## src/rtl/id_pipe.sv

```systemverilog
// Decode stage with built-in ID/EX register: logic/LUI/LW decode, operand forwarding,
// load-use bubble insertion and downstream stall/flush handling.
module id_pipe #(
  parameter int DATA_W     = 32,
  parameter int REG_ADDR_W = 5,
  parameter int ADDR_W     = 32
) (
  input  logic                  clk,
  input  logic                  rst,
  input  logic [ADDR_W-1:0]     pc_i,
  input  logic [31:0]           inst_i,
  input  logic                  id_valid_i,
  input  logic [DATA_W-1:0]     reg1_data_i,
  input  logic [DATA_W-1:0]     reg2_data_i,
  output logic                  reg1_read_o,
  output logic                  reg2_read_o,
  output logic [REG_ADDR_W-1:0] reg1_addr_o,
  output logic [REG_ADDR_W-1:0] reg2_addr_o,
  input  logic                  ex_wreg_i,
  input  logic [REG_ADDR_W-1:0] ex_wd_i,
  input  logic [DATA_W-1:0]     ex_wdata_i,
  input  logic                  mem_wreg_i,
  input  logic [REG_ADDR_W-1:0] mem_wd_i,
  input  logic [DATA_W-1:0]     mem_wdata_i,
  input  logic                  stall_i,
  input  logic                  flush_i,
  output logic                  stallreq_o,
  output logic                  ex_valid_o,
  output logic [ADDR_W-1:0]     ex_pc_o,
  output logic [7:0]            ex_aluop_o,
  output logic [2:0]            ex_alusel_o,
  output logic [DATA_W-1:0]     ex_reg1_o,
  output logic [DATA_W-1:0]     ex_reg2_o,
  output logic [REG_ADDR_W-1:0] ex_wd_o,
  output logic                  ex_wreg_o,
  output logic                  ex_is_load_o,
  output logic                  invalid_inst_o
);

  localparam logic [7:0] EXE_NOP_OP = 8'b0000_0000;
  localparam logic [7:0] EXE_AND_OP = 8'b0010_0100;
  localparam logic [7:0] EXE_OR_OP  = 8'b0010_0101;
  localparam logic [7:0] EXE_XOR_OP = 8'b0010_0110;
  localparam logic [7:0] EXE_NOR_OP = 8'b0010_0111;
  localparam logic [7:0] EXE_ADD_OP = 8'b0010_0000;

  localparam logic [2:0] EXE_RES_NOP        = 3'b000;
  localparam logic [2:0] EXE_RES_LOGIC      = 3'b001;
  localparam logic [2:0] EXE_RES_ARITHMETIC = 3'b100;

  localparam logic [5:0] OP_SPECIAL = 6'b000000;
  localparam logic [5:0] OP_ANDI    = 6'b001100;
  localparam logic [5:0] OP_ORI     = 6'b001101;
  localparam logic [5:0] OP_XORI    = 6'b001110;
  localparam logic [5:0] OP_LUI     = 6'b001111;
  localparam logic [5:0] OP_LW      = 6'b100011;

  localparam logic [5:0] FN_AND = 6'b100100;
  localparam logic [5:0] FN_OR  = 6'b100101;
  localparam logic [5:0] FN_XOR = 6'b100110;
  localparam logic [5:0] FN_NOR = 6'b100111;

  typedef struct packed {
    logic                  valid;
    logic [ADDR_W-1:0]     pc;
    logic [7:0]            aluop;
    logic [2:0]            alusel;
    logic [DATA_W-1:0]     reg1;
    logic [DATA_W-1:0]     reg2;
    logic [REG_ADDR_W-1:0] wd;
    logic                  wreg;
    logic                  is_load;
  } entry_t;

  entry_t                dec_s;
  entry_t                ex_r;
  logic                  invalid_r;
  logic                  re1_s;
  logic                  re2_s;
  logic                  legal_s;
  logic                  stallreq_s;
  logic [DATA_W-1:0]     imm_s;
  logic [5:0]            op_s;
  logic [5:0]            funct_s;
  logic [REG_ADDR_W-1:0] rs_s;
  logic [REG_ADDR_W-1:0] rt_s;
  logic [REG_ADDR_W-1:0] rd_s;

  assign op_s    = inst_i[31:26];
  assign funct_s = inst_i[5:0];
  assign rs_s    = REG_ADDR_W'(inst_i[25:21]);
  assign rt_s    = REG_ADDR_W'(inst_i[20:16]);
  assign rd_s    = REG_ADDR_W'(inst_i[15:11]);

  // Operand select: $0 is hard zero, then EX result, then MEM result, then regfile.
  function automatic logic [DATA_W-1:0] fwd(
    input logic                  re,
    input logic [REG_ADDR_W-1:0] addr,
    input logic [DATA_W-1:0]     rf_data,
    input logic [DATA_W-1:0]     unread,
    input logic                  exw,
    input logic [REG_ADDR_W-1:0] exd,
    input logic [DATA_W-1:0]     exdat,
    input logic                  mw,
    input logic [REG_ADDR_W-1:0] md,
    input logic [DATA_W-1:0]     mdat
  );
    logic [DATA_W-1:0] r;
    if (!re) begin
      r = unread;
    end else if (addr == '0) begin
      r = '0;
    end else if (exw && (exd == addr)) begin
      r = exdat;
    end else if (mw && (md == addr)) begin
      r = mdat;
    end else begin
      r = rf_data;
    end
    return r;
  endfunction

  // Instruction decode and operand resolution for the entry about to enter ID/EX.
  always_comb begin
    dec_s       = '0;
    re1_s       = 1'b0;
    re2_s       = 1'b0;
    legal_s     = 1'b0;
    imm_s       = '0;
    dec_s.valid = 1'b1;
    dec_s.pc    = pc_i;
    case (op_s)
      OP_SPECIAL: begin
        if (inst_i == 32'h0000_0000) begin
          legal_s = 1'b1;
        end else begin
          legal_s      = 1'b1;
          re1_s        = 1'b1;
          re2_s        = 1'b1;
          dec_s.wd     = rd_s;
          dec_s.wreg   = 1'b1;
          dec_s.alusel = EXE_RES_LOGIC;
          case (funct_s)
            FN_AND:  dec_s.aluop = EXE_AND_OP;
            FN_OR:   dec_s.aluop = EXE_OR_OP;
            FN_XOR:  dec_s.aluop = EXE_XOR_OP;
            FN_NOR:  dec_s.aluop = EXE_NOR_OP;
            default: begin
              legal_s = 1'b0;
              re1_s   = 1'b0;
              re2_s   = 1'b0;
            end
          endcase
        end
      end
      OP_ANDI, OP_ORI, OP_XORI: begin
        legal_s      = 1'b1;
        re1_s        = 1'b1;
        imm_s        = DATA_W'(inst_i[15:0]);
        dec_s.wd     = rt_s;
        dec_s.wreg   = 1'b1;
        dec_s.alusel = EXE_RES_LOGIC;
        dec_s.aluop  = (op_s == OP_ANDI) ? EXE_AND_OP :
                       (op_s == OP_ORI)  ? EXE_OR_OP  : EXE_XOR_OP;
      end
      OP_LUI: begin
        legal_s      = 1'b1;
        imm_s        = DATA_W'({inst_i[15:0], 16'h0000});
        dec_s.wd     = rt_s;
        dec_s.wreg   = 1'b1;
        dec_s.alusel = EXE_RES_LOGIC;
        dec_s.aluop  = EXE_OR_OP;
      end
      OP_LW: begin
        legal_s       = 1'b1;
        re1_s         = 1'b1;
        imm_s         = DATA_W'($signed(inst_i[15:0]));
        dec_s.wd      = rt_s;
        dec_s.wreg    = 1'b1;
        dec_s.is_load = 1'b1;
        dec_s.alusel  = EXE_RES_ARITHMETIC;
        dec_s.aluop   = EXE_ADD_OP;
      end
      default: begin
        legal_s = 1'b0;
      end
    endcase
    dec_s.reg1 = fwd(re1_s, rs_s, reg1_data_i, '0, ex_wreg_i, ex_wd_i, ex_wdata_i,
                     mem_wreg_i, mem_wd_i, mem_wdata_i);
    dec_s.reg2 = fwd(re2_s, rt_s, reg2_data_i, imm_s, ex_wreg_i, ex_wd_i, ex_wdata_i,
                     mem_wreg_i, mem_wd_i, mem_wdata_i);
  end

  // A load in ID/EX cannot forward yet; one bubble lets the MEM path supply the value.
  assign stallreq_s = !stall_i && id_valid_i && ex_r.valid && ex_r.is_load &&
                      (ex_r.wd != '0) &&
                      ((re1_s && (rs_s == ex_r.wd)) || (re2_s && (rt_s == ex_r.wd)));

  // ID/EX register update: rst > flush > stall > load-use > no input > decoded entry.
  always_ff @(posedge clk) begin
    if (rst) begin
      ex_r      <= '0;
      invalid_r <= 1'b0;
    end else if (flush_i) begin
      ex_r      <= '0;
      invalid_r <= 1'b0;
    end else if (stall_i) begin
      ex_r      <= ex_r;
      invalid_r <= 1'b0;
    end else if (stallreq_s || !id_valid_i) begin
      ex_r      <= '0;
      invalid_r <= 1'b0;
    end else if (!legal_s) begin
      ex_r      <= '0;
      invalid_r <= 1'b1;
    end else begin
      ex_r      <= dec_s;
      invalid_r <= 1'b0;
    end
  end

  assign reg1_read_o    = re1_s;
  assign reg2_read_o    = re2_s;
  assign reg1_addr_o    = rs_s;
  assign reg2_addr_o    = rt_s;
  assign stallreq_o     = stallreq_s;
  assign ex_valid_o     = ex_r.valid;
  assign ex_pc_o        = ex_r.pc;
  assign ex_aluop_o     = ex_r.aluop;
  assign ex_alusel_o    = ex_r.alusel;
  assign ex_reg1_o      = ex_r.reg1;
  assign ex_reg2_o      = ex_r.reg2;
  assign ex_wd_o        = ex_r.wd;
  assign ex_wreg_o      = ex_r.wreg;
  assign ex_is_load_o   = ex_r.is_load;
  assign invalid_inst_o = invalid_r;

endmodule

```

## config.mk

```make
export PLATFORM = sky130hd
export DESIGN_NAME = id_pipe
export DESIGN_NICKNAME = d
export VERILOG_FILES = /design/src/rtl/id_pipe.sv
export SDC_FILE = /design/constraint.sdc
export NUM_CORES = 1
export LEC_CHECK = 0
export ABC_AREA = 1
export BUFFER_PORTS_ARGS = -buffer_cell sky130_fd_sc_hd__buf_2
export CORE_MARGIN = 1
export CORE_UTILIZATION = 35
export DETAILED_ROUTE_END_ITERATION = 6
export GPL_TIMING_DRIVEN = 0
export PLACE_DENSITY = 0.65
export SLEW_MARGIN = 20
export SYNTH_ARGS = -nofsm -noshare
export SYNTH_HDL_FRONTEND = slang
export SYNTH_SLANG_ARGS = --single-unit
```

## constraint.sdc

```tcl
create_clock -name clk -period 2.9 [get_ports clk]
set_clock_uncertainty 0.15 [all_clocks]
set_input_delay 0.145 -clock clk [delete_from_list [all_inputs] [get_ports clk]]
set_output_delay 0.145 -clock clk [all_outputs]
set_load 0.1 [all_outputs]
```

### Word level (Yosys, flattened, before mapping)

Cells that the tools add are included.

| word-level totals | value |
|---|---|
| bits in registers | 116 |
| input port bits | 209 |
| output and inout port bits | 129 |

| cells by class | value |
|---|---|
| equal/unequal tests | 15 |
| muxes and demuxes | 26 |
| reductions and logical operators | 26 |

Operators by type and width:

| kind | number |
|---|---|
| $mux 32 | 8 |
| $mux 115 | 2 |
| $pmux 32 s3 | 1 |
| $pmux 9 s4 | 1 |
| $logic_not 32->1 | 1 |
| $eq 5x5->1 | 6 |
| $eq 6x6->1 const B | 5 |
| $eq 6x4->1 const B | 4 |
| $pmux 6 s4 | 1 |
| $pmux 6 s2 | 1 |
| $reduce_or 4->1 | 3 |
| $logic_and 1x1->1 | 11 |
| $logic_not 5->1 | 2 |
| $mux 9 | 1 |
| $logic_not 6->1 | 1 |
| $mux 1 | 6 |
| $mux 6 | 1 |
| $reduce_bool 5->1 | 1 |
| $reduce_or 5->1 | 1 |
| $mux 2 | 2 |
| $pmux 1 s2 | 2 |
| $reduce_or 3->1 | 1 |
| $logic_not 1->1 | 2 |
| $logic_or 1x1->1 | 2 |
| $reduce_or 2->1 | 1 |

### Logic depth before layout (Yosys ltp)

Gate-level depths: netlist of the first run.

| logic depth | value |
|---|---|
| depth in word-level cells | 10 |
| mapped depth | 14 |
| depth with buffers taken out | 13 |

### Least setup slack after synthesis of the first run

No wires, ideal clock.

| timing path | value |
|---|---|
| path type | flip-flop to output port |
| start point | reg ex_r (netlist bit ex_wd_o[4]) |
| end point | out stallreq_o |
| arrival time | 2.301 ns |
| setup slack | 0.304 ns |
| stages on the path, launching flop included | 11 |
| buffers on the path | 0 |
| cell sequence | dfxtp_1 > inv_1 > nand2_1 > nand2_1 > nor2_1 > nand2_1 > nor2_1 > nand2_1 > nand2_2 > nand2_2 > inv_1 |

| between the ends | value |
|---|---|
| cells in the longest elaborated chain, start to end | 4 |
| elaborated cells on any way between the ends | 8 |

Ends and longest elaborated chain:

| element | RTL line | source |
|---|---|---|
| start: declaration | 76 | `entry_t ex_r;` |
| start signal: assignment | 208 | `ex_r <= ex_r;` |
| start signal: assignment | 217 | `ex_r <= dec_s;` |
| $eq 5x5->1 | 197 | `((re1_s && (rs_s == ex_r.wd)) \|\| (re2_s && (rt_s == ex_r.wd)));` |
| $logic_and 1x1->1 | 197 |  |
| $logic_or 1x1->1 | 197 |  |
| $logic_and 1x1->1 * | 196 | `(ex_r.wd != '0) &&` |
| end: declaration | 27 | `output logic stallreq_o,` |

Every way passes the cells marked *; elsewhere a longest branch is shown, timed or not.

### Worst setup path after layout of the first run

Same ends and word-level chain as after synthesis.

==> out/metrics.csv, run 1 <==
stage,metric,value,unit
setup_path,CP required,2.61,ns
layout,sequential cell area,2220,um2
sta,WHS,0.00948,ns
place,Area after DPL,9430,um2
global_routing,initial antenna violation count,7,
layout,layout cell share with drive strength beyond 1,26.7,%
detailed_routing,Post-route DRC,0,
global_routing,GRT overflow,0,
sta,post-layout min period,2.30,ns
clock_tree,PostCTS Resize Cnt,0,
job,max-cap violation count,0,
logic_synthesis,Synth top cells by count,"nand2_1 (289), nor2_1 (288), nand3_1 (142)",
sta,final count of hold timing violations,0,
detailed_routing,DR vias/cell,4.98,
setup_path,R2R Path End,ex_pc_o[5],
detailed_routing,Antenna Violating Nets Remaining,0,
sta,fmax,434,MHz
sta,Slew headroom,50.1,%
logic_synthesis,Synth top area share,30.0,%
detailed_routing,total wire length,31700,um
setup_path,CP startpoint,ex_wd_o[4],
detailed_routing,Initial DRC Count,673,
sta,crit share post-route,79.4,%
hold_path,Hold Crit Class,input pin to register,
sta,Final TNS setup,0,ns
setup_path,CP Capture Type,primary output,
place,PortBufs,332,
detailed_routing,wire per inst,16.6,um
clock_tree,CTS tree,built,
sta,Final setup viols,0,
clock_tree,clock-pin transition on the worst setup and hold timing paths,0.09,ns
clock_tree,H-tree depth,3,
layout,fill count,2218,
logic_synthesis,YS warnings,0,
clock_tree,Num CTS Buffers,9,
floorplan,Die Wd,148,um
logic_synthesis,leading area contributor after synthesis,dfxtp_1,
logic_synthesis,Yosys reg bits,111,
logic_synthesis,synthesized cell area,7410,um2
place,dpl hpwl,25200,um
logic_synthesis,register area share after synthesis,30.0,%
sta,RSZ-0062 raised after global routing,no,
setup_path,startpoint types,register,
setup_path,Crit Reg-Reg Startpoint,ex_wd_o[4],
outcome,status,"complete, no violations",
floorplan,initial core utilization,36.2,%
detailed_routing,TritonRoute pass-1 iters,7,
place,gpl congestion,0.944,
sta,max-slew violations,0,
logic_synthesis,number of synthesized flops with an enable pin,0,
logic_synthesis,Syn Inst Count,1251,
clock_tree,clk_lat worst skew,0.36,ns
floorplan,Top-Level Pins,338,
floorplan,Rows,52,
detailed_routing,routed via count,9531,
logic_synthesis,Async SR Flop Fraction,0,%
setup_path,CP arrival,2.01,ns
setup_path,WS Path Type,register to primary output,
pwr,pwr dens,374,nW/um2
clock_tree,clock tree buffer depth,2,
floorplan,core area,20500,um2
layout,final layout net count,1840,
global_routing,GRT Total Usage,28.3,%
sta,Tightest Pin Transition,0.748,ns
global_routing,first-pass GRT wire length,47500,um
setup_path,Register-to-Register Path Depth,14,
logic_synthesis,Syn Area/Cell,5.92,um2
setup_path,Max Fanout on Critical Path,5,
pwr,peak supply drop,271,uV
setup_path,end point of the critical path,stallreq_o,
pwr,Leak Pwr,5.31,nW
logic_synthesis,Yosys cell types,32,
floorplan,Die Ht,148,um
floorplan,die area,21800,um2
global_routing,pin count of the biggest net entering global routing,22,
logic_synthesis,"Top FF cell, synth",dfxtp_1,
global_routing,vias in the first global route,8573,
logic_synthesis,most common cell in the netlist,nand2_1,
clock_tree,# clock sinks,111,
layout,synth-to-layout area growth,35.9,%
layout,multi-input logic area,4330,um2
clock_tree,Clock Root Buffer,clkbuf_16,
layout,cell area after layout,10100,um2
logic_synthesis,top post-synthesis cells by area,"dfxtp_1 (30%), nand2_1 (15%), nor2_1 (15%)",
setup_path,worst reg-to-reg setup slack,0.90,ns
-- report_power, final --
part	internal, mW	total, mW	switching (mW)
clock	0.612	1.30	0.686
combinational	0.291	0.923	0.633
sequential	1.54	1.54	0.00789
total	2.44	3.76	1.33
-- routing by layer --
metal / global-route usage (%) / part of all wire (%) / up-vias
met5: 0 / 0 / -
met4: 9.18 / 2.2 / 0
met3: 7.13 / 9.2 / 45
met2: 48.8 / 48 / 488
met1: 34.3 / 41 / 4223
li1: - / - / 4775
-- layout make-up --
type	instances	share of cell area [%]
Multi-Input combinational cell	947	42.9
Sequential cell	111	22.1
Timing Repair Buffer	365	19.8
Buffer	98	5.03
Inverter	99	3.69
Tap cell	270	3.35
Clock buffer	9	2.24
Clock inverter	7	0.745
Antenna cell	6	0.149
-- cells by family (layout without fill, tap and decap cells) --
logic type	count (synthesis)	in the layout	share of synthesized area (%)
AOI/OAI and AO/OA	101	101	7.41
xor gates and xnor gates	4	4	0.473
buffers and inverters	197	578	11.9
DFF	111	111	30.0
muxes	17	17	2.30
other	1	11	0.0506
and+or+nand+nor	820	820	47.9
-- cell usage in the layout (no fill, tap or decap), types with 2 or more instances in the layout --
master,netlist,routed
buf_6,3,3
nand3_4,2,2
clkinv_4,0,2
nor3_1,12,12
dlygate4sd3_1,0,33
a21oi_1,42,42
a21oi_2,7,7
buf_4,21,21
nor2_1,288,288
buf_2,30,362
nand3_1,142,142
nand3_2,3,3
nand2_2,4,4
conb_1,1,5
clkbuf_16,0,9
clkbuf_1,41,41
diode_2,0,6
mux2i_1,17,17
nand2_4,3,3
nor2_4,2,2
xor2_1,3,3
o21ai_0,48,48
clkinv_8,0,2
buf_1,3,3
dfxtp_1,111,111
nand2_1,289,289
nand4_1,73,73
inv_2,11,11
inv_1,87,87
-- worst min path at each step --
stage                from             end  slack, ns  cells past startpoint
6_report        inst_i[8]    ex_reg2_o[8]      0.009                      5
3_3_place_gp     pc_i[18]     ex_pc_o[18]       0.24                      3
4_1_cts         inst_i[2]    ex_reg2_o[2]      0.007                      5
2_1_floorplan  id_valid_i  invalid_inst_o       0.15                      2
3_5_place_dp     pc_i[21]     ex_pc_o[21]       0.25                      3
5_1_grt          pc_i[24]     ex_pc_o[24]       0.03                      3
-- what timing repair did --
| item | 4_1_cts | 5_1_grt |
|---|---|---|
| setup buffers | 0 | 0 |
| endpoints found under the hold margin | 33 | 0 |
| hold buffers | 33 | 0 |
-- per-stage QoR --
step,utilization [%],worst slack (ns),cells,total power [mW]
floorplan,-,0.304,1255,2.12
global placement,46.0,0.616,1857,2.45
detailed placement,46.0,0.589,1857,2.45
CTS,49.1,0.611,1906,3.77
global route,49.1,0.455,1911,3.90
finish,49.1,0.597,1912,3.76
-- sequential cells by signal, summed over array words and instances, names as in the netlist --
name            cells
ex_reg2_o          32
ex_wreg_o           1
ex_valid_o          1
ex_reg1_o          32
ex_aluop_o          4
ex_wd_o             5
ex_pc_o            32
ex_is_load_o        1
ex_alusel_o         2
invalid_inst_o      1
-- critical path, stage by stage (launching register included) --
cell     delay [ns]
dfxtp_1        0.43
inv_1          0.10
nand2_1        0.07
nand2_1        0.05
nor2_1         0.08
nand2_1        0.06
nor2_1         0.10
nand2_1        0.07
nand2_2        0.11
nand2_2        0.10
inv_1          0.06
buf_2          0.42
No activity file was read; power rests on OpenSTA's default activity.
==> run 2, diff against run 1 <==
Settings changed: PLACE_DENSITY 0.65 to 0.67.
Clock period 2.9 ns to 1.9 ns, I/O delays scaled along.
==> run 2 against run 1 <==
Net effect: setup slack got worse by 0.61 ns; the flow now finishes with violations (negative setup slack); combinational power rose by 60%; die area did not move; register-to-register slack got worse by 0.90 ns; critical path type unchanged; cell count rose by 0.94%; largest cell class unchanged; highest routed layer is now met5; power rose by 54%; first-iteration DRC count fell by 3.6%; sequential power rose by 53%.
==> out/metrics.csv, run 2 (synthesis gave the netlist of run 1 again) <==
stage,metric,value,unit
sta,Final setup viols,2,
sta,Slew headroom,54.0,%
sta,Tightest Pin Transition,0.690,ns
setup_path,startpoint types,register,
floorplan,core area,20500,um2
global_routing,initial antenna violation count,6,
outcome,status,finished with violations,
setup_path,Register-to-Register Path Depth,14,
job,max-cap violation count,0,
layout,most frequent cells in the layout,"buf_2 (360), nand2_1 (288), nor2_1 (277)",
layout,final non-filler cell total,1930,
setup_path,CP required,1.65,ns
setup_path,CP Capture Type,primary output,
sta,RSZ-0062 raised after global routing,yes,
hold_path,Hold Crit Depth,5,
detailed_routing,TritonRoute pass-1 iters,5,
sta,Final TNS setup,-0.0168,ns
setup_path,CP startpoint,ex_wd_o[4],
detailed_routing,Post-route DRC,0,
pwr,pwr dens,555,nW/um2
setup_path,R2R Path End,ex_valid_o,
sta,final count of hold timing violations,0,
floorplan,Rows,52,
outcome,failing checks,negative setup slack,
sta,max-slew violations,0,
detailed_routing,total wire length,32800,um
setup_path,worst reg-to-reg setup slack,0,ns
setup_path,"Critical Path, Cell by Cell",inv_4 > nand2_2 > nand2_1 > nor2_1 > nand2_1 > nor2_1 > nand2_1 > nand2_2 > nand2_4 > clkinvlp_4 > buf_12,
sta,fmax,522,MHz
setup_path,CP arrival,1.67,ns
setup_path,end point of the critical path,stallreq_o,
detailed_routing,Antenna Violating Nets Remaining,0,
layout,final layout net count,1860,
detailed_routing,wire per inst,17.0,um
pwr,total power,5.81,mW
floorplan,Die Wd,148,um
setup_path,Max Fanout on Critical Path,5,
pwr,Leak Pwr,5.43,nW
clock_tree,H-tree depth,3,
place,dpl hpwl,25600,um
floorplan,Die Ht,148,um
sta,crit share post-route,101,%
place,placed cell count,1857,
global_routing,pin count of the biggest net entering global routing,21,
clock_tree,Clock Root Buffer,clkbuf_16,
floorplan,Top-Level Pins,338,
setup_path,Worst path most repeated cell,nand2_1,
setup_path,Crit Reg-Reg Startpoint,ex_wd_o[4],
place,pre-CTS setup slack,-0.466,ns
detailed_routing,Initial DRC Count,649,
sta,post-layout min period,1.91,ns
global_routing,first-pass GRT wire length,48500,um
layout,synth-to-layout area growth,41.3,%
floorplan,die area,21800,um2
clock_tree,clock tree buffer depth,2,
clock_tree,clk_lat worst skew,0.36,ns
global_routing,vias in the first global route,8910,
place,PortBufs,332,
clock_tree,CTS tree,built,
setup_path,CP peak stage delay,0.38,ns
clock_tree,clock-pin transition on the worst setup and hold timing paths,0.08,ns
global_routing,GRT overflow,0,
layout,layout cell share with drive strength beyond 1,28.9,%
layout,"commonest non-fill, non-tap cell in the layout",buf_2,
sta,final worst slack,-0.0143,ns
pwr,peak supply drop,384,uV
clock_tree,Num CTS Buffers,9,
floorplan,initial core utilization,36.2,%
global_routing,GRT Total Usage,29.0,%
setup_path,"slowest stage cell, crit path",dfxtp_4,
place,gpl congestion,0.943,
clock_tree,# clock sinks,111,
hold_path,Hold Crit Class,input pin to register,
detailed_routing,routed via count,9731,
setup_path,WS Path Type,register to primary output,
detailed_routing,DR vias/cell,5.04,
## run 2: how the worst min path moves through the flow
stage          slack [ns]  startpoint             end
2_1_floorplan         0.1  id_valid_i  invalid_inst_o
3_3_place_gp         0.19    pc_i[23]     ex_pc_o[23]
3_5_place_dp         0.20    pc_i[22]     ex_pc_o[22]
4_1_cts            0.0004  inst_i[14]   ex_reg2_o[14]
5_1_grt              0.03  inst_i[14]   ex_reg2_o[14]
6_report            0.003  inst_i[13]   ex_reg2_o[13]
## run 2: critical path, delay by kind of cell (launching register included)
family                 cells  cell delay (ns)
buffers and inverters      3             0.30
flip-flops                 1             0.38
AND/OR/NAND/NOR            8             0.62
## run 2: area by class of cell
type                       instances  area (um2)
timing repair buffer             385        2210
inverter                          99         378
fill                            2153       10000
clock buffer                      10         229
clock inverter                     6        62.6
tap                              270         338
antenna                            4        10.0
sequential                       111        2240
buffer                            98         558
multi-input combinational        947        4450
## run 2: per-layer routing
metal	up-vias	GRT usage [%]	share of wire [%]
li1	4819	-	-
met1	4367	35.9	41
met2	478	49.8	47
met3	59	5.83	8.9
met4	8	10.3	2.7
met5	-	0	0.14
## run 2: where the power goes
part           internal [mW]  total [mW]  leakage, nW  switching (mW)
sequential              2.34        2.35        0.901          0.0128
clock                  0.931        1.98        0.142            1.05
combinational          0.482        1.48         4.39           0.994
## run 2: repair_timing
| action | 4_1_cts | 5_1_grt |
|---|---|---|
| resized for setup | 14 | 36 |
| hold endpoints to repair | 48 | 0 |
| hold buffers | 47 | 0 |
| gates cloned | 0 | 1 |
| setup buffers | 1 | 4 |
| endpoints found under the setup margin | 70 | 104 |
| pin swaps | 1 | 6 |
## run 2: metrics by stage
stage / area, um2 / utilization (%) / hold slack [ns]
after CTS: 10300 / 50.2 / 0.000410
after global placement: 9470 / 46.2 / 0.189
after global routing: 10500 / 51.1 / 0.0264
final: 10500 / 51.1 / 0.00336
after floorplan: 7470 / - / 0.0955
after detailed placement: 9470 / 46.2 / 0.199
==> run 3, diff against run 2 <==
Settings changed: CORE_UTILIZATION 35 to 25, PLACE_DENSITY 0.67 to 0.52.
==> run 3 against run 2 <==
Net effect: utilization shrank 14 points; critical path type unchanged; power increased by 2.0%; first-iteration DRC count decreased by 0.31%; critical path depth is 3 lower; sequential power is essentially flat; sequential share of layout area shrank 0.79 points; hold slack about the same; register-to-register slack lost 0.02 ns; final area grew 3.8%; the flow still finishes with violations (negative setup slack); setup slack lost 0.015 ns; routed wire length grew 7.5%.
==> out/metrics.csv, run 3 (synthesis gave the netlist of run 1 again) <==
stage,metric,value,unit
outcome,status,finished with violations,
outcome,failing checks,negative setup slack,
global_routing,GRT Total Usage,22.4,%
hold_path,Hold Crit Class,input pin to register,
clock_tree,clock tree buffer depth,2,
clock_tree,# clock sinks,111,
setup_path,Crit Reg-Reg Startpoint,ex_wd_o[3],
setup_path,CP arrival,1.68,ns
layout,final layout net count,1866,
global_routing,GRT overflow,0,
sta,RSZ-0062 raised after global routing,yes,
pwr,Leak Pwr,5.52,nW
floorplan,Top-Level Pins,338,
detailed_routing,wire per inst,17.2,um
layout,layout cell share with drive strength beyond 1,30.7,%
sta,Slew headroom,45.8,%
layout,most frequent cells in the layout,"buf_2 (360), nand2_1 (289), nor2_1 (256)",
setup_path,end point of the critical path,stallreq_o,
detailed_routing,Post-route DRC,0,
floorplan,Die Ht,174,um
setup_path,CP Capture Type,primary output,
detailed_routing,Antenna Violating Nets Remaining,0,
sta,Final TNS setup,-0.160,ns
setup_path,Max Fanout on Critical Path,6,
layout,synth-to-layout area growth,46.7,%
floorplan,initial core utilization,25.6,%
setup_path,R2R Path End,ex_reg1_o[19],
detailed_routing,DR vias/cell,4.64,
pwr,pwr dens,545,nW/um2
place,dpl hpwl,27900,um
sta,post-layout min period,1.93,ns
layout,Final Util,37.6,%
setup_path,CP required,1.65,ns
setup_path,startpoint types,register,
setup_path,worst reg-to-reg setup slack,-0.02,ns
floorplan,Die Wd,174,um
clock_tree,clk_lat worst skew,0.37,ns
setup_path,CP startpoint,ex_wd_o[3],
place,gpl congestion,0.898,
sta,final count of hold timing violations,0,
sta,Final setup viols,14,
floorplan,core area,28900,um2
detailed_routing,TritonRoute pass-1 iters,5,
sta,Tightest Pin Transition,0.812,ns
clock_tree,CTS tree,built,
detailed_routing,total wire length,35200,um
detailed_routing,routed via count,9512,
sta,fmax,518,MHz
floorplan,die area,30300,um2
global_routing,vias in the first global route,8920,
setup_path,WS Path Type,register to primary output,
layout,"commonest non-fill, non-tap cell in the layout",buf_2,
clock_tree,Num CTS Buffers,9,
global_routing,pin count of the biggest net entering global routing,22,
global_routing,initial antenna violation count,8,
sta,max-slew violations,0,
sta,WHS,0.00309,ns
job,max-cap violation count,0,
global_routing,first-pass GRT wire length,51800,um
pwr,peak supply drop,401,uV
place,PortBufs,332,
clock_tree,Clock Root Buffer,clkbuf_16,
clock_tree,H-tree depth,3,
detailed_routing,Initial DRC Count,647,
setup_path,Register-to-Register Path Depth,12,
sta,final worst slack,-0.0295,ns
sta,crit share post-route,102,%
clock_tree,clock-pin transition on the worst setup and hold timing paths,0.09,ns
floorplan,Rows,62,
-- run 3: changes by cell type in the layout (fill, tap and decap cells not counted), moves of 3 or more --
cell / before / now
nor2_4: 4 / 8
a21oi_2: 13 / 9
a21oi_1: 36 / 40
buf_6: 3 / 6
nor2_2: 10 / 27
clkbuf_16: 9 / 12
nor3_2: 0 / 9
nor2_1: 277 / 256
nor3_1: 12 / 3
-- run 3: how the worst min path moves through the flow --
stage / end / cells after the start / from
floorplan: invalid_inst_o / 2 / id_valid_i
global placement: ex_pc_o[25] / 3 / pc_i[25]
detailed placement: ex_pc_o[15] / 3 / pc_i[15]
CTS: ex_reg2_o[31] / 5 / inst_i[15]
global route: ex_reg2_o[31] / 5 / inst_i[15]
finish: ex_reg2_o[31] / 5 / inst_i[15]
-- run 3: power by group --
group | switching (mW) | leakage [nW] | total, mW | internal [mW]
Clock | 1.09 | 0.150 | 2.04 | 0.944
Sequential | 0.0120 | 0.901 | 2.35 | 2.34
Combinational | 1.03 | 4.47 | 1.54 | 0.507
-- run 3: metrics by stage --
step           area (um2)  setup WS (ns)  power (mW)  std cells
2_1_floorplan        7470        -0.0444        3.24       1255
3_3_place_gp         9610         -0.538        3.77       1971
3_5_place_dp         9610         -0.590        3.77       1971
4_1_cts             10500        -0.0151        5.93       2040
5_1_grt             10900         -0.135        6.18       2048
6_report            10900        -0.0295        5.92       2052
-- run 3: layer usage --
layer	wire length (um)	vias up	global-route usage [%]
met5	22	-	0
met4	953	4	7.09
met3	2040	44	4.57
met2	16500	333	38.3
met1	15700	4299	27.9
li1	-	4832	-
-- run 3: timing repair --
action,CTS,global route
gates cloned,1,4
hold endpoints to repair,48,0
buffers inserted,4,3
pin swaps,1,11
hold buffers,48,0
setup endpoints to repair,80,104
resized for setup,18,69
-- run 3: final cells by class --
cell class / instances / area (um2)
Timing Repair Buffer: 392 / 2360
Antenna cell: 6 / 15.0
Multi-Input combinational cell: 947 / 4540
Clock buffer: 9 / 225
Buffer: 97 / 541
Sequential cell: 111 / 2240
Fill cell: 3249 / 18100
Clock inverter: 7 / 75.1
Tap cell: 384 / 480
Inverter: 99 / 388
-- run 3: critical path, stage by stage (launching register included) --
cell and delay [ns]:
dfxtp_4 0.37, buf_4 0.13, xor2_1 0.15, nor2_1 0.12
nand3_2 0.10, nand2_4 0.11, nand2_4 0.08, clkinvlp_4 0.08
buf_12 0.16
